<file path="config.mk">
export PLATFORM = sky130hd
export DESIGN_NAME = cia_seq_wide_adder
export DESIGN_NICKNAME = d
export VERILOG_FILES = /design/src/rtl/cia_seq_wide_adder.sv
export SDC_FILE = /design/constraint.sdc
export NUM_CORES = 1
export LEC_CHECK = 0
export CAP_MARGIN = 5
export CELL_PAD_IN_SITES_DETAIL_PLACEMENT = 2
export CELL_PAD_IN_SITES_GLOBAL_PLACEMENT = 2
export CORE_MARGIN = 2
export CORE_UTILIZATION = 29
export CTS_CLUSTER_SIZE = 20
export DETAILED_ROUTE_END_ITERATION = 16
export MAX_ROUTING_LAYER = met4
export PLACE_DENSITY_LB_ADDON = 0.3
export SLEW_MARGIN = 0
export SYNTH_ARGS = -nofsm -noshare
export SYNTH_HDL_FRONTEND = slang
export SYNTH_SLANG_ARGS = --single-unit
</file>
<file path="constraint.sdc">
create_clock -name clk -period 7.62 [get_ports clk]
set_clock_uncertainty 0.15 [all_clocks]
set_input_delay 1.905 -clock clk [delete_from_list [all_inputs] [get_ports clk]]
set_output_delay 1.905 -clock clk [all_outputs]
set_load 0.02 [all_outputs]
</file>
<file path="src/rtl/cia_seq_wide_adder.sv">
// Sequential wide adder: W=N*K operands summed one N-bit slice per cycle on a single carry-increment core.
// Latency: K+1 cycles from input handshake to out_valid; minimum initiation interval K+2.
// Backpressure: in_ready low in RUN/DONE, result held while out_ready low; CIA_SEQ_OVF_EN adds signed ovf.

module cia_adder_core #(
    parameter int N  = 16,
    parameter int GS = 8
) (
    input  logic [N-1:0] a,
    input  logic [N-1:0] b,
    input  logic         cin,
    output logic [N-1:0] sum,
    output logic         cout
);
    localparam int NG = (N + GS - 1) / GS;

    logic [NG:0] c;
    assign c[0] = cin;

    // Each group adds with zero carry-in, then the group carry-in increments the result.
    for (genvar g = 0; g < NG; g++) begin : grp
        localparam int LO = g * GS;
        localparam int GW = ((N - LO) < GS) ? (N - LO) : GS;

        logic [GW:0] raw;
        logic [GW:0] inc;

        assign raw = {1'b0, a[LO +: GW]} + {1'b0, b[LO +: GW]};
        assign inc = raw + {{GW{1'b0}}, c[g]};
        assign sum[LO +: GW] = inc[GW-1:0];
        assign c[g+1] = inc[GW];
    end

    assign cout = c[NG];
endmodule

module cia_seq_wide_adder #(
    parameter int N  = 16,
    parameter int GS = 8,
    parameter int K  = 4
) (
    input  logic             clk,
    input  logic             rst,
    input  logic             in_valid,
    output logic             in_ready,
    input  logic [N*K-1:0]   a,
    input  logic [N*K-1:0]   b,
    input  logic             cin,
    output logic             out_valid,
    input  logic             out_ready,
    output logic [N*K-1:0]   sum,
    output logic             cout,
    output logic             busy
`ifdef CIA_SEQ_OVF_EN
    ,
    output logic             ovf
`endif
);
    localparam int W  = N * K;
    localparam int CW = (K > 1) ? $clog2(K) : 1;
    localparam logic [CW-1:0] LAST = CW'(K - 1);

    typedef enum logic [1:0] {
        IDLE = 2'd0,
        RUN  = 2'd1,
        DONE = 2'd2
    } state_t;

    state_t          state;
    state_t          state_nxt;
    logic [W-1:0]    a_sh;
    logic [W-1:0]    b_sh;
    logic [W-1:0]    res;
    logic            carry;
    logic [CW-1:0]   cnt;
    logic [N-1:0]    core_sum;
    logic            core_cout;
    logic [W+N-1:0]  res_cat;

    cia_adder_core #(
        .N  (N),
        .GS (GS)
    ) u_core (
        .a    (a_sh[N-1:0]),
        .b    (b_sh[N-1:0]),
        .cin  (carry),
        .sum  (core_sum),
        .cout (core_cout)
    );

    // New slice enters at the top; after K shifts slice 0 sits at the bottom.
    assign res_cat = {core_sum, res};

    always_ff @(posedge clk or posedge rst) begin
        if (rst) begin
            state <= IDLE;
        end else begin
            state <= state_nxt;
        end
    end

    always_comb begin
        state_nxt = state;
        case (state)
            IDLE:    if (in_valid)     state_nxt = RUN;
            RUN:     if (cnt == LAST)  state_nxt = DONE;
            DONE:    if (out_ready)    state_nxt = IDLE;
            default:                   state_nxt = IDLE;
        endcase
    end

    always_ff @(posedge clk or posedge rst) begin
        if (rst) begin
            a_sh  <= '0;
            b_sh  <= '0;
            res   <= '0;
            carry <= 1'b0;
            cnt   <= '0;
        end else begin
            case (state)
                IDLE: begin
                    if (in_valid) begin
                        a_sh  <= a;
                        b_sh  <= b;
                        carry <= cin;
                        cnt   <= '0;
                    end
                end
                RUN: begin
                    res   <= res_cat[W+N-1:N];
                    a_sh  <= a_sh >> N;
                    b_sh  <= b_sh >> N;
                    carry <= core_cout;
                    if (cnt != LAST) begin
                        cnt <= cnt + CW'(1);
                    end
                end
                default: ;
            endcase
        end
    end

`ifdef CIA_SEQ_OVF_EN
    logic a_msb;
    logic b_msb;
    logic ovf_r;

    // Final slice's top bit is the sum MSB, so overflow is resolved on the DONE edge.
    always_ff @(posedge clk or posedge rst) begin
        if (rst) begin
            a_msb <= 1'b0;
            b_msb <= 1'b0;
            ovf_r <= 1'b0;
        end else if (state == IDLE && in_valid) begin
            a_msb <= a[W-1];
            b_msb <= b[W-1];
        end else if (state == RUN && cnt == LAST) begin
            ovf_r <= (a_msb == b_msb) && (core_sum[N-1] != a_msb);
        end
    end

    assign ovf = ovf_r;
`endif

    assign in_ready  = (state == IDLE);
    assign out_valid = (state == DONE);
    assign busy      = (state != IDLE);
    assign sum       = res;
    assign cout      = carry;
endmodule
</file>
==> impl_metrics.ini <==
[status]
outcome = finished clean

[worst_setup_path]
cpMaxStageDelayCell = fa_1
path_max_fanout = 3
critPathKind = register to register
r2r-start = cout
arrival_ps = 4500
critPathLaunchType = register
reg2reg_to = sum[62]
cp_cell_sequence = inv_1 -> fa_1 -> inv_1 -> fa_1 -> a21o_1 -> a311o_1 -> a21oi_2 -> o21ai_1 -> a21o_1 -> fa_1 -> fa_1 -> a21o_1 -> a311o_1 -> a21oi_2 -> xor2_1 -> o21ai_1
crit_end = sum[62]
critPathCaptureType = register
ff2ff_setup_slack_ps = 3250
cp_common_cell = fa_1
cp.required_ps = 7740
cp-startpoint = cout
r2r_cells = 16
max_stage_delay_ps = 430

[finish]
nets = 1066
drive_gt1_share_pct = 9.61
fillers = 3156
area_growth_pct = 33.1
finalCoreUtilization_pct = 39.2
fin_cells = 1320

[place]
dp_cells = 1285
place.gp.congestion = 0.734
port_buffers = 200
hpwl_um = 15900
place_ws_ps = 3180

[detailed_routing]
drt_iter0_drc = 251
viasPerCell = 4.56
drc = 0
wire_per_inst_um = 16.9
num_vias = 6024
dr.pass1.iters = 4
routed_wl_um = 22300
ant_nets = 0

[yosys]
synthTopCellsByArea = dfrtp_1, mux2i_1, o21ai_0
synth-xor-area-share_pct = 0.903
ys_types = 39
ys_seq_area_share_pct = 56.5
synth_compound_area_share_pct = 12.1
synth_top_family_by_area = multiplexers
syn_area_per_cell_um2 = 11.8
synth_fa_ha_area_share_pct = 3.07
netlist.area_leader.share_pct = 56.5
synthesis.area_um2 = 8730
yosys.area.top_type = dfrtp_1
synth_edf_count = 0
async_flop_share_pct = 100
synth_seq_cells = 197
yosys_warnings = 0
synth-simple-area-share_pct = 6.18
synth_mux_area_share_pct = 17.7
syn_nets = 890
netlist_instances = 738
synthTopCellsByCount = dfrtp_1, nand2_1, o21ai_0
yosysMostFrequentCell = dfrtp_1
synth_ff_type = dfrtp_1

[floorplan]
die_y_um = 178
initial_core_util_pct = 29.5
core-area_um2 = 29600
rows = 63
ios = 201
die_w_um = 178
fp.dieArea_um2 = 31500

[sta]
hold_viol = 0
fin_crit_ps = 4370
fin_ws_ps = 3250
tightest_slew_ps = 953
fin_crit_sh_pct = 57.4
slew_headroom_pct = 36.5
rsz0062_at_grt = no
fmaxAchievable_mhz = 229
setup_viol = 0
finalMaxSlewViolations = 0
setup-tns-final_ps = 0

[flow_run]
cap_viol_max_count = 0

[grt]
grt_pass1_vias = 6542
grt_overflow = 0
grt_pass1_wl_um = 36100
grt_max_degree = 194
antenna_found_initial = 4
grt_usage_pct = 15.1

[clock_network]
path_clk_slew_ps = 80
post_cts_resized = 0
cts-root-buf = clkbuf_16
cts.path.max_buffers = 2
cts_made_buffers = 17
postCtsSetupBuffers = 0
clkLatencyLatePin_ps = 440
cts_sinks = 197
cts_hold_buf = 0
ctsHtreeMaxLevel = 4
cts_tree = yes

[pwr]
p_leak_nw = 5.14
power.total_mw = 5.37
ir_drop_mv = 0.234
power_density_nw_per_um2 = 462

[hold_path]
hp-class = register to register
==> worst max-delay path: cells and delay by family, from the launching register on <==
kind / cells / cell delay [ps]
AOI/OAI and AO/OA: 9 / 1820
adders and majority gates: 4 / 1500
DFF: 1 / 380
buffers and inverters: 2 / 190
xor gates and xnor gates: 1 / 180
==> cell type report <==
class                      count  area [um^2]  share of cell area [%]
clock inverter                14          158                    1.36
timing repair buffer         205         2060                    17.8
sequential                   197         4930                    42.4
clock buffer                  17          425                    3.66
inverter                      12         52.6                   0.452
antenna                        4         10.0                  0.0861
tap                          390          488                    4.20
multi-input combinational    481         3500                    30.1
==> registers in the layout, indices dropped and copies added, names as in the netlist <==
register,cells
cnt,2
state,2
sum,64
cout,1
b_sh,64
a_sh,64
==> metal layers <==
metal / part of all wire, % / GRT usage [%] / vias up
met5: 0 / - / -
met2: 46 / 23.3 / 142
met1: 47 / 19.4 / 2914
li1: - / - / 2951
met3: 6.4 / 4.41 / 17
met4: 1.2 / 4.13 / 0
==> how the worst min path moves through the flow <==
stage	start	to	slack, ps	cells after the start
global placement	b_sh[29]	b_sh[29]	310	2
finish	b_sh[19]	b_sh[19]	330	2
floorplan	a_sh[16]	a_sh[16]	300	2
global route	a_sh[19]	a_sh[19]	360	2
CTS	b_sh[31]	b_sh[31]	340	2
detailed placement	b_sh[31]	b_sh[31]	320	2
==> cells by family (layout without fill, tap and decap cells) <==
group / Yosys count / count (layout)
mux: 148 / 148
compound gates: 171 / 171
xor+xnor: 9 / 9
flops: 197 / 197
fa+ha+maj: 19 / 19
buf+inv: 60 / 248
other cells: 0 / 4
simple gates: 134 / 134
==> layout by cell type (no fill, tap or decap), types with 6 or more instances in the layout <==
master             n
dfrtp_1          197
clkbuf_16         17
inv_1             11
mux2_1             6
o21ai_0          107
a21oi_1            7
mux2_2            46
ha_1              15
nor3_1             7
nor2_1             7
xor2_1             6
inv_8              6
nand2_1          109
a22o_1            33
clkdlybuf4s50_1  200
mux2i_1           96
==> power by group <==
group	total, mW	switching (mW)	leakage, nW	internal (mW)
logic	2.59	1.36	2.39	1.22
registers	1.88	0.330	2.46	1.55
clock network	0.902	0.460	0.287	0.442
total	5.37	2.15	5.14	3.22
==> stage by stage <==
stage / hold WS (ps) / cell area, um^2
5_1_grt: 365 / 11600
2_1_floorplan: 299 / 8730
3_3_place_gp: 311 / 11000
6_report: 332 / 11600
3_5_place_dp: 320 / 11000
4_1_cts: 336 / 11600
(Power assumes the default switching activity.)
